[src/rtl/regfile_write_arbiter.sv]
// Round-robin arbiter sharing the register file write port among NREQ
// requesters, with a one-register-per-cycle clear sequencer.
module regfile_write_arbiter #(
   parameter int unsigned NREQ = 4,
   parameter int unsigned DW   = 32,
   parameter int unsigned NREG = 8,
   parameter int unsigned AW   = 3
) (
   input  logic              clk,
   input  logic              reset,
   input  logic [NREQ-1:0]   req,
   input  logic [NREQ*AW-1:0] req_addr,
   input  logic [NREQ*DW-1:0] req_data,
   input  logic              clear_start,
   output logic [NREQ-1:0]   ack,
   output logic [NREG-1:0]   en,
   output logic [DW-1:0]     d_in,
   output logic [2:0]        grant_id,
   output logic              busy
);

   localparam int unsigned PW = (NREQ > 1) ? $clog2(NREQ) : 1;

   typedef enum logic {IDLE, CLEAR} state_t;

   state_t          state, state_nxt;
   logic [PW-1:0]   ptr, ptr_nxt;
   logic [AW-1:0]   cnt, cnt_nxt;
   logic [NREG-1:0] en_nxt;
   logic [DW-1:0]   d_nxt;
   logic [2:0]      gid_nxt;
   logic            busy_nxt;

   logic            found;
   logic [PW-1:0]   win;
   int unsigned     idx;
   logic [AW-1:0]   win_addr;
   logic [DW-1:0]   win_data;

   // Search requesters starting at ptr; first active one wins.
   always_comb begin
      found = 1'b0;
      win   = '0;
      idx   = 0;
      for (int unsigned k = 0; k < NREQ; k++) begin
         idx = (32'(ptr) + k) % NREQ;
         if (!found && req[idx]) begin
            found = 1'b1;
            win   = PW'(idx);
         end
      end
   end

   assign win_addr = req_addr[32'(win)*AW +: AW];
   assign win_data = req_data[32'(win)*DW +: DW];

   // Combinational acknowledge of the winner; suppressed by reset, clear start and CLEAR.
   always_comb begin
      ack = '0;
      if (!reset && (state == IDLE) && !clear_start && found) begin
         ack[win] = 1'b1;
      end
   end

   // Next-state and next-output logic.
   always_comb begin
      state_nxt = state;
      ptr_nxt   = ptr;
      cnt_nxt   = cnt;
      en_nxt    = '0;
      d_nxt     = d_in;
      gid_nxt   = grant_id;
      busy_nxt  = busy;
      unique case (state)
         IDLE: begin
            if (clear_start) begin
               state_nxt = CLEAR;
               cnt_nxt   = '0;
               busy_nxt  = 1'b1;
            end else if (found) begin
               // Out-of-range addresses match no enable bit, so the write is dropped.
               for (int unsigned r = 0; r < NREG; r++) begin
                  en_nxt[r] = (32'(win_addr) == r);
               end
               d_nxt   = win_data;
               gid_nxt = 3'(win);
               ptr_nxt = PW'((32'(win) + 1) % NREQ);
            end
         end
         CLEAR: begin
            for (int unsigned r = 0; r < NREG; r++) begin
               en_nxt[r] = (32'(cnt) == r);
            end
            d_nxt   = '0;
            cnt_nxt = cnt + 1'b1;
            if (cnt == AW'(NREG - 1)) begin
               state_nxt = IDLE;
               busy_nxt  = 1'b0;
            end
         end
         default: state_nxt = IDLE;
      endcase
   end

   // State and output registers with synchronous reset.
   always_ff @(posedge clk) begin
      if (reset) begin
         state    <= IDLE;
         ptr      <= '0;
         cnt      <= '0;
         en       <= '0;
         d_in     <= '0;
         grant_id <= '0;
         busy     <= 1'b0;
      end else begin
         state    <= state_nxt;
         ptr      <= ptr_nxt;
         cnt      <= cnt_nxt;
         en       <= en_nxt;
         d_in     <= d_nxt;
         grant_id <= gid_nxt;
         busy     <= busy_nxt;
      end
   end

endmodule

[config.mk]
export PLATFORM = sky130hd
export DESIGN_NAME = regfile_write_arbiter
export DESIGN_NICKNAME = d
export VERILOG_FILES = /design/src/rtl/regfile_write_arbiter.sv
export SDC_FILE = /design/constraint.sdc
export NUM_CORES = 1
export LEC_CHECK = 0
export ABC_AREA = 1
export CAP_MARGIN = 15
export CORE_ASPECT_RATIO = 1.25
export CORE_MARGIN = 2
export CORE_UTILIZATION = 40
export DETAILED_ROUTE_END_ITERATION = 8
export DONT_BUFFER_PORTS = 1
export SYNTH_ARGS = -nofsm -noshare
export SYNTH_HDL_FRONTEND = slang
export SYNTH_SLANG_ARGS = --single-unit
[constraint.sdc]
create_clock -name clk -period 2.4 [get_ports clk]
set_input_delay 0.48 -clock clk [delete_from_list [all_inputs] [get_ports clk]]
set_output_delay 0.48 -clock clk [all_outputs]
set_load 0.02 [all_outputs]
==> impl_results.md, run 1 <==
- Run status: complete, but fails checks
- Violated checks: negative setup slack
- Detailed-route wire length: ~9700 um
- EDFF count, synth: 0
- Depth of the worst register-to-register path: 15
- Quantity of I/O buffers inserted on ports: 0
- Tightest Hold Check Type: in -> reg
- Drt first-iter violations: approximately 110
- Worst Tran Pin Value: 0.510 ns
- CP delay by family, top: simple AND/OR/NAND/NOR gates
- Top flip-flop cell by instance count after synthesis: dfxtp_1
- Crit path buffers/inverters: 3
- First-pass GRT wire length: ~14000 um
- Origin of the critical flop-to-flop path: ptr[0]$_SDFFE_PP0P_
- WP data required: ~1.9 ns
- Static power due to leakage: around 1.7 nW
- Post-synthesis instance area: about 3400 um^2
- Row count: 37
- Worst-path cell chain: buf_6 -> nand2_2 -> nand2_2 -> nand2_1 -> nand2_2 -> nor2_4 -> nand3_2 -> nand3_2 -> nand2_4 -> buf_4 -> ha_4 -> inv_2 -> nor2_4
- Ratio of total power to cell area: ~1000 nW/um^2
- Sequential area share after synthesis: 0.290
- Share of the cycle needed by the critical path after routing: 1.02
- Post-synthesis area per instance: between 6 and 7 um^2
- Cell occurring most often along the worst timing path: nand2_2
- Final Worst Setup Slack: -0.0465 ns
- Post-synthesis register bit count: slightly below 50
- Clock H-tree levels: 2
- Num CTS Buffers: 5
- Largest stage delay on the critical path: just under 0.4 ns
- Die Ht: 107 um
- Quantity of hold-fixing buffers added after cts: 0
- Sequential group share of total power: 0.300
- Setup repair after global routing missed its margin: yes
- Setup slack after placement: 0.0213 ns
- Number of distinct library cells after synthesis: 27
- Total net switching power: approximately 1.9 mW
- Cell types with the largest area share after synthesis: dfxtp_1 29%, nand2_1 22%, a21oi_1 7.7%
- Final non-filler cell total: around 660
- Clk root buf: clkbuf_8
- Number of detailed-routing iterations run before antenna repair: 4
- Top-count cell post-synth: nand2_1
- Crit Reg-Reg Endpoint: d_in[15]$_SDFFE_PP0P_
- Vias per inst: 5.26
- Tmin final: between 2 and 2.5 ns
- Remaining number of nets flagged by the antenna check after routing: 0
- Die W: between 80 and 90 um
- Clk_lat worst skew: 0.29 ns
- Critical path depth: 13
- Crit path capture: ack[1]
- Setup violations, final: 4
- Count of maximum capacitance violations: 0
- Synthesized Nets: 712
- Clock network fraction of design power: 0.153
- Max-slew headroom at the worst pin: 0.660
- Internal power of the cells: around 2.1 mW
- Post-synthesis cell count: 555
- Critical path type: reg -> out
- Worst setup path startpoint: ptr[0]$_SDFFE_PP0P_
- Post-synth ARST share: 0
- Nature of the critical path startpoint: flop
- Fraction of synthesized cell area taken by the top area cell type: 0.290
- Number of I/O pins: approximately 200
- Post-synthesis cell type with the largest combined area: dfxtp_1
- TritonCTS Sinks: 49
- Worst-path clk slew: 0.09 ns
- Gr usage total: 0.191
- Sort of element at the end of the critical path: output pin
- Maximum number of pins on one net before global-route repair: 44
- Achievable clock frequency: between 0.4 and 0.5 GHz
- Area Overhead vs Synth: 14.7%
- Number of global-route vias before repair: about 3200
- Fraction of final layout cells with drive strength greater than 1: 0.195
- Crit path arrival time: 1.97 ns
- Residual DRC count: 0
- Number of nets in the final layout: 716
- # diodes: 0
- Peak fanout along the critical path: 6
- Largest buffer count on any clock path: 2
- Count of warnings emitted by yosys: 0
- GP Congestion: between 0.8 and 0.9
- Estimated wirelength of the detail-placed design: 7120 um
- Critical Path Slowest Stage Cell: dfxtp_4
- Maximum vdd ir drop: ~480 uV
- Post-Place Cells: 636
- Number of endpoints with negative hold slack in the final report: 0
- Proportion of total power due to net switching: 0.474
- Wire length per cell after detailed routing: approximately 15 um
- Max Transition Viols Final: 0
- Standard cell core area: just over 8000 um^2
- Global route overflow: 0
- Overall die area: 9210 um^2
- Most used standard cells in the synthesized netlist: 201 x nand2_1, 61 x inv_1, 52 x a21oi_1
- Logic pwr share: 0.547
- Internal reg-to-reg setup slack: ~0.12 ns
- Initial core utilization: 0.410
- Number of vias in the routed layout: 3457
- Clock tree skew after final layout: 0.00532 ns
- Initial antenna violation count: 0
- TritonCTS clock tree: built
==> final cells by class <==
| class | instances | area [um^2] |
|---|---|---|
| Clock inverter | 2 | 37.5 |
| Inverter | 68 | 265 |
| Sequential cell | 49 | 988 |
| Clock buffer | 6 | 82.6 |
| Multi-Input combinational cell | 406 | 2130 |
| Tap cell | 97 | 121 |
| Fill cell | 890 | 4360 |
| Timing Repair Buffer | 29 | 251 |
==> worst min path at each step <==
stage                             start             endpoint  slack [ns]  depth (start not counted)
floorplan           cnt[1]$_SDFFE_PP0P_  cnt[1]$_SDFFE_PP0P_        0.47                          2
global placement    cnt[1]$_SDFFE_PP0P_  cnt[1]$_SDFFE_PP0P_        0.49                          2
detailed placement  cnt[1]$_SDFFE_PP0P_  cnt[1]$_SDFFE_PP0P_        0.49                          2
CTS                               reset  cnt[2]$_SDFFE_PP0P_        0.23                          1
global route                      reset  cnt[2]$_SDFFE_PP0P_        0.22                          1
finish                            reset  cnt[1]$_SDFFE_PP0P_        0.24                          1
==> repair_timing <==
action	4_1_cts	5_1_grt
setup endpoints to repair	4	12
pin swaps	3	22
setup buffers	3	10
gates resized for setup	7	47
gates cloned	0	1
==> metrics by stage <==
step | hold WS, ns | utilization | TNS [ns] | power (mW) | instance area (um^2)
2_1_floorplan | 0.467 | - | 0 | 2.73 | 3410
3_3_place_gp | 0.485 | 0.422 | 0 | 3.06 | 3480
3_5_place_dp | 0.494 | 0.422 | 0 | 3.09 | 3480
4_1_cts | 0.227 | 0.441 | -0.00149 | 3.77 | 3630
5_1_grt | 0.216 | 0.470 | -0.815 | 4.40 | 3880
6_report | 0.240 | 0.470 | -0.135 | 4.04 | 3880
==> sequential cells by signal (all words and copies together) (netlist names) <==
signal,flops
busy,1
en,8
cnt,3
ptr,2
grant_id,2
d_in,32
state,1
==> power groups by stage <==
| stage | combinational, mW | clock [mW] | sequential, mW |
|---|---|---|---|
| global placement | 1.83 | 0 | 1.23 |
| finish | 2.21 | 0.617 | 1.21 |
| detailed placement | 1.86 | 0 | 1.23 |
| global route | 2.49 | 0.681 | 1.23 |
| CTS | 1.91 | 0.643 | 1.21 |
| floorplan | 1.55 | 0 | 1.18 |
==> layer usage <==
| layer | global-route usage | up-vias | routed length, um |
|---|---|---|---|
| met5 | 0 | - | 0 |
| met4 | 0.0781 | 0 | 246 |
| met3 | 0.0516 | 25 | 657 |
| met2 | 0.341 | 123 | 4960 |
| met1 | 0.212 | 1532 | 3820 |
| li1 | - | 1777 | - |
==> kinds of logic after synthesis <==
logic type / count (synthesis) / share of synthesized area
buf+inv: 100 / 0.132
simple gates: 274 / 0.344
flops: 49 / 0.290
fa+ha+maj: 10 / 0.0370
compound gates: 121 / 0.195
other cells: 1 / 0.00111
==> cells in the final DEF (no fill, tap or decap), drive strengths merged <==
master    synthesis  final
ha               10     10
conb              1      1
a21oi            52     52
bufinv            0      1
nand2           205    205
clkinvlp          0      1
nand3            26     26
dfxtp            49     49
nand4             9      9
clkbuf            9      7
a211oi            2      2
inv              67     68
nor2             20     20
or2              14     14
o21ai            54     54
o221ai           13     13
buf              23     28
No activity file was read; power rests on OpenSTA's default activity.
==> run 2, diff against run 1 <==
Settings changed: ABC_AREA 1 to default.
==> run 2 against run 1 <==
  * The run now ends clean
  * Maximum frequency grew 5.3%
  * Die area fell by 11%
  * Clock power decreased by 16%
  * Global-route usage is 1.7 points lower
  * Critical path type unchanged
  * Critical endpoint is now ack[2]
==> impl_results.md, run 2 <==
- EDFF count, synth: 0
- Vias per inst: just under 6
- Clk root buf: clkbuf_8
- Detailed-route wire length: roughly 7800 um
- Peak fanout along the critical path: 6
- WP data required: 1.92 ns
- Number of I/O pins: between 150 and 200
- Tightest Hold Check Type: in -> reg
- Sort of element at the end of the critical path: output pin
- Fraction of final layout cells with drive strength greater than 1: 0.115
- Post-synthesis register bit count: 49
- Gr usage total: 0.175
- Count of warnings emitted by yosys: 0
- Setup violations, final: 0
- Largest buffer count on any clock path: 2
- Residual DRC count: 0
- TritonCTS clock tree: built
- Share of the cycle needed by the critical path after routing: 0.968
- Standard cell core area: about 7300 um^2
- TritonCTS Sinks: ~50
- # diodes: 0
- Synthesized Nets: roughly 480
- Flip-flop count of the largest register, all copies and words added: 32
- Remaining number of nets flagged by the antenna check after routing: 0
- Area Overhead vs Synth: 7.24%
- Ratio of total power to cell area: approximately 640 nW/um^2
- Most frequent cells in the layout: 75 x mux2i_1, 70 x nand2_1, 48 x dfxtp_1
- Setup repair after global routing missed its margin: no
- Final Worst Setup Slack: about 0.077 ns
- Sequential area share after synthesis: 0.326
- Final total negative setup slack: 0 ns
- Most used standard cells in the synthesized netlist: 75 x mux2i_1, 70 x nand2_1, 49 x dfxtp_1
- Biggest regs: d_in x32, en x8, cnt x3
- Number of global-route vias before repair: 2276
- First-pass GRT wire length: roughly 11000 um
- Setup slack after placement: 0.167 ns
- Tmin final: 2.32 ns
- Die Ht: 101 um
- Row count: 35
- Number of nets in the final layout: between 400 and 500
- Estimated wirelength of the detail-placed design: around 6000 um
- Crit path arrival time: 1.84 ns
- Post-synthesis cell count: roughly 320
- Post-layout power: ~2.1 mW
- Leading cell type in the layout, fill and taps excluded: mux2i_1
- Maximum number of pins on one net before global-route repair: 50
- Post-synthesis instance area: 3010 um^2
- Die W: ~82 um
- Top flip-flop cell by instance count after synthesis: dfxtp_1
- Clk_lat worst skew: 0.29 ns
- Post-synthesis area per instance: 9.28 um^2
- GP Congestion: approximately 0.8
- Wire length per cell after detailed routing: between 15 and 20 um
- Max-slew headroom at the worst pin: 0.417
- Overall die area: 8230 um^2
- Num CTS Buffers: 5
- Largest reg by FF count: d_in
- Fraction of synthesized cell area taken by the top area cell type: 0.326
- Post-synthesis cell type with the largest combined area: dfxtp_1
- Quantity of hold-fixing buffers added after cts: 0
- Initial antenna violation count: 0
- Run status: complete, no violations
- Global route overflow: 0
- Static power due to leakage: between 1 and 1.5 nW
- Critical path type: reg -> out
- Cell types with the largest area share after synthesis: dfxtp_1 33%, mux2i_1 25%, a32o_1 11%
- Maximum vdd ir drop: 293 uV
- Number of distinct library cells after synthesis: 36
- Hold slack final: 0.242 ns
- Quantity of I/O buffers inserted on ports: 0
- Worst-path clk slew: approximately 0.08 ns
- Number of vias in the routed layout: roughly 2400
- Clock H-tree levels: 2
- Nature of the critical path startpoint: flop
- Worst Tran Pin Value: around 0.87 ns
- Initial core utilization: 0.411
- Count of maximum capacitance violations: 0
- Max Transition Viols Final: 0
- Number of detailed-routing iterations run before antenna repair: 4
- Number of endpoints with negative hold slack in the final report: 0
- Post-synth ARST share: 0
- Top-count cell post-synth: mux2i_1
- Drt first-iter violations: 64
- Achievable clock frequency: around 0.43 GHz
- Clock tree skew after final layout: 0.00676 ns
[run 2: repair_timing]
action | in CTS | in global routing
cloned | 1 | 0
buffers inserted | 0 | 1
endpoints found under the hold margin | 0 | 0
resized for setup | 4 | 5
setup endpoints to repair | 4 | 4
pin swaps | 1 | 1
[run 2: critical path, stage by stage (launching register included)]
cell,delay [ns]
dfxtp_4,0.38
mux2i_1,0.20
nor2_1,0.06
or3_4,0.42
buf_4,0.16
ha_1,0.18
and2_4,0.16
[run 2: worst paths after layout]
kind / start / end / slack (ns) / cells after the start
worst min-delay path: reset / ptr[1]$_SDFFE_PP0P_ / 0.24 / 1
worst max register to register: ptr[0]$_SDFFE_PP0P_ / d_in[16]$_SDFFE_PP0P_ / 0.36 / 8
worst max-delay path: ptr[1]$_SDFFE_PP0P_ / ack[2] / 0.08 / 6
worst min register to register: cnt[2]$_SDFFE_PP0P_ / en[1]$_SDFF_PP0_ / 0.52 / 1
[run 2: logic make-up (layout without fill, tap and decap cells)]
kind of cell / after synthesis / in the layout / share of synthesized area
muxes: 77 / 77 / 0.257
buffers and inverters: 31 / 29 / 0.0587
and+or+nand+nor: 104 / 104 / 0.150
other: 1 / 1 / 0.00125
adders and majority gates: 10 / 10 / 0.0416
AOI/OAI and AO/OA: 52 / 52 / 0.164
DFF: 49 / 49 / 0.326
[run 2: power by group]
part | switching, mW | internal [mW] | leakage [nW] | total [mW]
clock | 0.258 | 0.261 | 0.0542 | 0.518
combinational | 0.310 | 0.251 | 0.809 | 0.561
sequential | 0.108 | 0.872 | 0.402 | 0.980
total | 0.676 | 1.38 | 1.26 | 2.06
[run 2: per-stage QoR]
step,std cells,utilization,cell area [um^2]
after floorplan,324,-,3010
after global placement,404,0.423,3090
after detailed placement,404,0.423,3090
after CTS,413,0.439,3210
after global routing,414,0.441,3220
final,414,0.441,3220
[run 2: cell type report]
class                           instances  area [um^2]
Clock buffer                            7         96.3
Clock inverter                          1         5.00
Fill cell                             712         4090
Inverter                                6         27.5
Multi-Input combinational cell        244         1870
Sequential cell                        49          985
Tap cell                               92          115
Timing Repair Buffer                   14          118
Timing Repair inverter                  1         5.00
[run 2: per-layer routing]
| metal | GRT usage | part of all wire | vias to the layer above |
|---|---|---|---|
| li1 | - | - | 1177 |
| met1 | 0.198 | 0.39 | 1140 |
| met2 | 0.320 | 0.52 | 110 |
| met3 | 0.0403 | 0.078 | 7 |
| met4 | 0.0482 | 0.010 | 0 |
| met5 | 0 | 0 | - |
==> run 3, diff against run 2 <==
Settings changed: GPL_TIMING_DRIVEN from default to 0, RECOVER_POWER from default to 100.
==> run 3 against run 2 <==
  * Final cell count up 2.7%
  * Setup slack lost 0.028 ns
  * Hold slack improved by 0.12 ns
  * Maximum frequency down 1.2%
  * Sequential cell count unchanged
  * Via count increased by 2.3%
  * Critical path type unchanged
  * Critical endpoint unchanged
==> impl_results.md, run 3 (synthesized netlist as in run 2, its figures left out) <==
- Run status: complete, no violations
- Maximum number of pins on one net before global-route repair: 24
- Die Ht: 101 um
- Sequential group share of total power: 0.479
- Remaining number of nets flagged by the antenna check after routing: 0
- Post-layout power: 2.05 mW
- Total net switching power: just over 0.7 mW
- TritonCTS clock tree: built
- Fill cell instance count of the final layout: 723
- Clock network fraction of design power: 0.232
- Static power due to leakage: about 1.3 nW
- Sort of element at the end of the critical path: output pin
- Worst Tran Pin Value: a little over 0.8 ns
- Critical Path Slowest Stage Cell: dfxtp_4
- Clock H-tree levels: 2
- Maximum vdd ir drop: between 200 and 300 uV
- Ratio of total power to cell area: 629 nW/um^2
- Quantity of I/O buffers inserted on ports: 0
- Tmin final: between 2 and 2.5 ns
- Clk_lat worst skew: around 0.30 ns
- First-pass GRT wire length: between 10000 and 15000 um
- Internal power of the cells: 1.34 mW
- Fraction of final layout cells with drive strength greater than 1: 0.108
- Number of detailed-routing iterations run before antenna repair: 4
- Max-slew headroom at the worst pin: 0.457
- Num CTS Buffers: 5
- Tightest Hold Check Type: in -> reg
- Achievable clock frequency: 0.425 GHz
- Flip-flop count of the largest register, all copies and words added: 32
- Area Overhead vs Synth: 8.37%
- Drt first-iter violations: 62
- Biggest regs: d_in x32, en x8, cnt x3
- Clock tree skew after final layout: 0.00398 ns
- Wire length per cell after detailed routing: around 19 um
- Layout Utilization: 0.445
- Origin of the critical flop-to-flop path: ptr[0]$_SDFFE_PP0P_
- Peak fanout along the critical path: 6
- Gr usage total: 0.184
- Number of I/O pins: ~200
- Worst hold path cell count: 2
- Worst-path cell chain: nand2_1 -> a21oi_1 -> or3_1 -> buf_6 -> clkbuf_16 -> ha_1 -> and2_4
- Number of endpoints with negative hold slack in the final report: 0
- GP Congestion: ~0.75
- TritonCTS Sinks: between 40 and 50
- Logic pwr share: 0.289
- Max Transition Viols Final: 0
- Critical path type: reg -> out
- Quantity of hold-fixing buffers added after cts: 0
- Internal reg-to-reg setup slack: 0.34 ns
- Count of maximum capacitance violations: 0
- Residual DRC count: 0
- Worst-path clk slew: 0.09 ns
- Depth of the worst register-to-register path: 8
- Most frequent cells in the layout: 75 x mux2i_1, 70 x nand2_1, 48 x dfxtp_1
- Initial antenna violation count: 0
- Start point of the worst min-delay path: clear_start
- Share of the cycle needed by the critical path after routing: 0.979
- Global route overflow: 0
- Estimated wirelength of the detail-placed design: about 6300 um
- Leading cell type in the layout, fill and taps excluded: mux2i_1
- Die W: 81.5 um
- Initial core utilization: 0.411
- Detailed-route wire length: around 8100 um
- Crit Reg-Reg Endpoint: d_in[8]$_SDFFE_PP0P_
- Setup violations, final: 0
- Number of global-route vias before repair: 2281
- Setup repair after global routing missed its margin: yes
- Row count: 35
- WP data required: 1.92 ns
- Number of nets in the final layout: a little under 500
- Proportion of total power due to net switching: 0.344
- Hold Path End: cnt[2]$_SDFFE_PP0P_
- Largest stage delay on the critical path: approximately 0.37 ns
- # diodes: 0
- Nature of the critical path startpoint: flop
- Largest reg by FF count: d_in
- Number of vias in the routed layout: about 2500
- Clk root buf: clkbuf_8
- Standard cell core area: ~7300 um^2
- Largest buffer count on any clock path: 2
- Overall die area: 8230 um^2
- Crit path arrival time: 1.87 ns
- Vias per inst: approximately 5.9
## run 3: critical path, delay by kind of cell, from the launching register on
kind | cells | cell delay (ns)
AO/OA/AOI/OAI | 1 | 0.09
AND/OR/NAND/NOR | 3 | 0.66
adder cells (fa/ha/maj) | 1 | 0.16
buffers and inverters | 2 | 0.29
flip-flops | 1 | 0.37
## run 3: power by group through the flow
stage	combinational [mW]	sequential, mW	clock (mW)
2_1_floorplan	0.471	0.984	0
3_3_place_gp	0.575	1.00	0
3_5_place_dp	0.582	1.00	0
4_1_cts	0.599	0.981	0.492
5_1_grt	0.658	0.987	0.525
6_report	0.593	0.980	0.475
## run 3: per-stage QoR
stage	instances	hold slack, ns	instance area, um^2	TNS, ns	setup slack (ns)
after floorplan	324	0.452	3010	0	0.0503
after global placement	416	0.493	3120	-2.49	-0.146
after detailed placement	416	0.491	3120	-1.96	-0.134
after CTS	424	0.350	3240	0	0.0153
after global routing	425	0.363	3260	-0.0484	-0.0179
final	425	0.363	3260	0	0.0496
## run 3: what timing repair did
| item | CTS | global route |
|---|---|---|
| gates resized for setup | 15 | 3 |
| buffers inserted | 4 | 1 |
| pin swaps | 2 | 1 |
| endpoints found under the setup margin | 4 | 4 |
## run 3: worst max path at each step
stage                   startpoint     end  cells past startpoint
2_1_floorplan               req[2]  ack[1]                      9
3_3_place_gp           clear_start  ack[3]                      4
3_5_place_dp                req[2]  ack[1]                      9
4_1_cts        ptr[1]$_SDFFE_PP0P_  ack[0]                      7
5_1_grt        ptr[1]$_SDFFE_PP0P_  ack[3]                      7
6_report       ptr[1]$_SDFFE_PP0P_  ack[2]                      7
## run 3: routing by layer
| layer | routed length [um] | up-vias | track usage |
|---|---|---|---|
| li1 | - | 1197 | - |
| met4 | 68 | 0 | 0.0508 |
| met2 | 4210 | 107 | 0.326 |
| met5 | 0 | - | 0 |
| met3 | 656 | 5 | 0.0475 |
| met1 | 3180 | 1182 | 0.215 |
## run 3: layout make-up
cell class	instances	area, um^2	area share
sequential	49	985	0.302
inverter	6	35.0	0.0108
clock inverter	2	10.0	0.00307
buffer	21	141	0.0434
tap	92	115	0.0353
clock buffer	6	72.6	0.0223
multi-input combinational	244	1860	0.571
timing repair buffer	5	37.5	0.0115
